## src/rtl/seq_divider16.sv

```systemverilog
// Unsigned restoring divider: one subtract-and-shift step per clock, start/busy/done handshake.
// Latency: done pulses WIDTH edges after the start-sampling edge; divide-by-zero finishes at the sampling edge.
// Backpressure: start is ignored while busy; a new start is accepted in the done cycle for back-to-back use.
module seq_divider16 #(
    parameter int WIDTH = 16
) (
    input  logic             clk,
    input  logic             rst_n,
    input  logic             start,
    input  logic [WIDTH-1:0] dividend,
    input  logic [WIDTH-1:0] divisor,
    output logic [WIDTH-1:0] quotient,
    output logic [WIDTH-1:0] remainder,
    output logic             div_by_zero,
    output logic             busy,
    output logic             done
);
    localparam int CW = $clog2(WIDTH);

    localparam logic [1:0] S_IDLE = 2'd0;
    localparam logic [1:0] S_RUN  = 2'd1;
    localparam logic [1:0] S_DONE = 2'd2;

    logic [1:0]       state;
    logic [CW-1:0]    count;
    logic [WIDTH-1:0] p;      // partial remainder; always < divisor so the top bit is never stored
    logic [WIDTH-1:0] d;      // dividend bits shifting out, quotient bits shifting in
    logic [WIDTH-1:0] dsr;

    logic [WIDTH:0]   p_sh;
    logic [WIDTH:0]   t;
    logic             qbit;
    logic [WIDTH-1:0] p_nx;
    logic [WIDTH-1:0] d_nx;

    always_comb begin
        p_sh = {p, d[WIDTH-1]};
        t    = p_sh - {1'b0, dsr};
        qbit = ~t[WIDTH];
        p_nx = qbit ? t[WIDTH-1:0] : p_sh[WIDTH-1:0];
        d_nx = {d[WIDTH-2:0], qbit};
    end

    always_ff @(posedge clk or negedge rst_n) begin
        if (!rst_n) begin
            state       <= S_IDLE;
            count       <= '0;
            p           <= '0;
            d           <= '0;
            dsr         <= '0;
            quotient    <= '0;
            remainder   <= '0;
            div_by_zero <= 1'b0;
        end else begin
            case (state)
                S_IDLE, S_DONE: begin
                    if (start) begin
                        if (divisor == '0) begin
                            state       <= S_DONE;
                            quotient    <= '1;
                            remainder   <= dividend;
                            div_by_zero <= 1'b1;
                        end else begin
                            state <= S_RUN;
                            d     <= dividend;
                            dsr   <= divisor;
                            p     <= '0;
                            count <= '0;
                        end
                    end else begin
                        state <= S_IDLE;
                    end
                end
                S_RUN: begin
                    p     <= p_nx;
                    d     <= d_nx;
                    count <= count + CW'(1);
                    // Last step writes results straight from the step logic so done lands on this edge.
                    if (count == CW'(WIDTH - 1)) begin
                        state       <= S_DONE;
                        quotient    <= d_nx;
                        remainder   <= p_nx;
                        div_by_zero <= 1'b0;
                    end
                end
                default: state <= S_IDLE;
            endcase
        end
    end

    assign busy = (state == S_RUN);
    assign done = (state == S_DONE);
endmodule

```

## config.mk

```make
export PLATFORM = sky130hd
export DESIGN_NAME = seq_divider16
export DESIGN_NICKNAME = d
export VERILOG_FILES = /design/src/rtl/seq_divider16.sv
export SDC_FILE = /design/constraint.sdc
export NUM_CORES = 1
export LEC_CHECK = 0
export CORE_MARGIN = 1
export CORE_UTILIZATION = 40
export DETAILED_ROUTE_END_ITERATION = 8
export PLACE_DENSITY = 0.72
export SLEW_MARGIN = 20
export SYNTH_ARGS = -nofsm -noshare
export SYNTH_HDL_FRONTEND = slang
export SYNTH_SLANG_ARGS = --single-unit
```

## constraint.sdc

```tcl
create_clock -name clk -period 2.6 [get_ports clk]
set_input_delay 0.52 -clock clk [delete_from_list [all_inputs] [get_ports clk]]
set_output_delay 0.52 -clock clk [all_outputs]
set_load 0.01 [all_outputs]
```

==> results.ini <==
[clocking]
h-tree-depth=3
cts_tree=built
cts_buffer_depth=2
cts.clk_slew.worst_paths_ns=0.07
numCtsBuffers=9
cts_hold_buf=0
cts_sinks=87
insertion_delay_ns=0.35
cts_root_buf=clkbuf_16

[worst_setup_path]
end_kind=flop
slowest_stage=a2111o_1
start_kind=flop
worstPathMaxFanout=7
slowest_delay_ns=0.54
cp.required_ns=2.85
crit_chain=inv_2 > ha_4 > fa_2 > nor2b_4 > o31ai_4 > a31oi_2 > a2111o_1 > xor2_4 > buf_12 > mux2i_4 > o31ai_2
crit_arrival_ns=2.98
crit_type=reg -> reg

[timing]
finalCritPeriodShare=1.05
rsz0062_at_grt=true
finalWorstSetupSlack_ns=-0.133
max_freq_mhz=366
fin_skew_ns=0.0108
worst_pin_slew_ns=0.607
fin_crit_ns=2.73
setup_viol=27
report.final.slew_viol_count=0
fin_setup_tns_ns=-2.33
hold_viol=0
slew_headroom=0.596

[floorplanning]
fp.dieW_microns=111
coreArea_sq_um=11500
initial_utilization=0.411
dieArea_sq_um=12200
die_h_microns=111
rows=39
pin_count=70

[synthesis]
synth_area_per_cell_sq_um=9.65
synthFlopType=dfrtp_1
synthCells=489
syn_area_sq_um=4720
yosysTopAreaCellShare=0.462
synth_edf_count=0
yosysTopAreaCell=dfrtp_1
synth_seq_cells=87
ys_seq_area_frac=0.462
synth_nets=542
yosysUniqueCellTypes=58
synth_warnings=0
async_flop_share=1.00
ys_top_cells_by_area=dfrtp_1, mux2i_1, o21ai_0, nand2_1, ha_1

[cells_and_area]
nets=639
drive_gt1_frac=0.179
fin_util=0.557
design_area_sq_um=6390
diodes=0
final_cell_mix=dfrtp_1, clkdlybuf4s50_1, nand2_1
final_common_cell=dfrtp_1
area_growth_pct=35.5

[place]
gp_congestion=0.881
placedInstanceArea_sq_um=5810
dp_hpwl_microns=9260
place_ws_ns=-0.173
portBuffers=69

[power]
ir_drop_mv=0.754
p_leak_nw=2.64
powerDensity_nw_per_um2=1690
total_power_mw=10.8

[routing]
drtAntennaViolNets=0
vias=4100
dr.first_iter.drc_count=273
vias_per_cell=5.59
firstDrtPassIters=6
route.detailed.drc=0
routedWlPerCell_microns=17.7
drt_wl_total_microns=13000

[run]
maxCapViolations=0

[min_path]
hold_path.class=in -> async

[run_status]
violations=negative setup slack
status=finished with violations

[global_routing]
antenna_found_initial=0
grt_pass1_wl_microns=20700
globalRoute.totalOverflow=0
grt_pass1_vias=4156
track_usage=0.215
grt_max_degree=49

## sequential cells by signal (all words and copies together), names as in the netlist
register and count:
count 4, d 16, div_by_zero 1, dsr 16, p 16, quotient 16, remainder 16, state 2
## cell families (layout without fill, tap and decap cells)
| kind of cell | count (synthesis) | after routing | synth area share |
|---|---|---|---|
| fa+ha+maj | 18 | 18 | 0.0493 |
| simple gates | 139 | 139 | 0.138 |
| compound gates | 147 | 147 | 0.203 |
| buf+inv | 54 | 156 | 0.0499 |
| flops | 87 | 87 | 0.462 |
| xor+xnor | 15 | 15 | 0.0358 |
| mux | 29 | 29 | 0.0626 |
## final cells by class
type | count | area (sq um)
clock inverter | 5 | 41.3
sequential | 87 | 2180
fill | 968 | 5070
tap | 143 | 179
multi-input combinational | 348 | 2540
inverter | 21 | 78.8
timing repair buffer | 119 | 1150
clock buffer | 11 | 233
## metal layers
metal / track usage / vias to the layer above / share of wire
met5: 0 / - / 0
met4: 0.101 / 0 / 0.033
met3: 0.0274 / 26 / 0.031
met2: 0.377 / 98 / 0.52
met1: 0.260 / 2021 / 0.41
li1: - / 1955 / -
## synthesized netlist by cell type, types with 4 or more instances
cell type,n
a21oi_1,24
a31oi_1,8
buf_6,4
clkbuf_1,24
dfrtp_1,87
ha_1,17
inv_1,21
mux2_2,4
mux2i_1,25
nand2_1,60
nand2b_1,5
nand3_1,10
nand4_1,4
nor2_1,28
nor2b_1,6
nor4_1,5
o21ai_0,49
o22a_1,15
o22ai_1,16
or3_1,4
xnor2_1,8
xor2_1,5
## final timing paths
kind                                  start           end  slack [ns]  cells after the start
worst max-delay path                  d[15]  remainder[6]       -0.13                     11
worst min-delay path                  rst_n   quotient[5]        0.18                      1
worst max register to register        d[15]  remainder[6]       -0.13                     11
worst min register to register  quotient[4]   quotient[4]        0.49                      1
max in group asynchronous             rst_n  remainder[7]        1.77                      2
min in group clk                quotient[4]   quotient[4]        0.49                      1
## report_power, final
part           internal [mW]  total, mW  switching [mW]  leakage, nW
clock                  0.657       1.21           0.549        0.127
combinational           3.49       7.21            3.72         1.51
sequential              1.94       2.38           0.442         1.01
## through the flow
| stage | hold slack [ns] | cells |
|---|---|---|
| floorplan | 0.224 | 489 |
| global placement | 0.471 | 711 |
| detailed placement | 0.477 | 711 |
| CTS | 0.196 | 730 |
| global route | 0.217 | 734 |
| finish | 0.180 | 734 |
## critical path, delay by kind of cell, from the launching register on
family	cells	cell delay (ns)
AOI/OAI and AO/OA	4	1.11
buffers and inverters	2	0.27
muxes	1	0.19
xor gates and xnor gates	1	0.23
DFF	1	0.39
and+or+nand+nor	1	0.05
adders and majority gates	2	0.37
## timing repair
item,CTS,global route
cloned,0,1
pin swaps,6,16
endpoints found under the hold margin,0,0
setup buffers,3,3
resized for setup,16,38
endpoints found under the setup margin,33,33
Note: power is estimated with default switching activity, not from simulation.
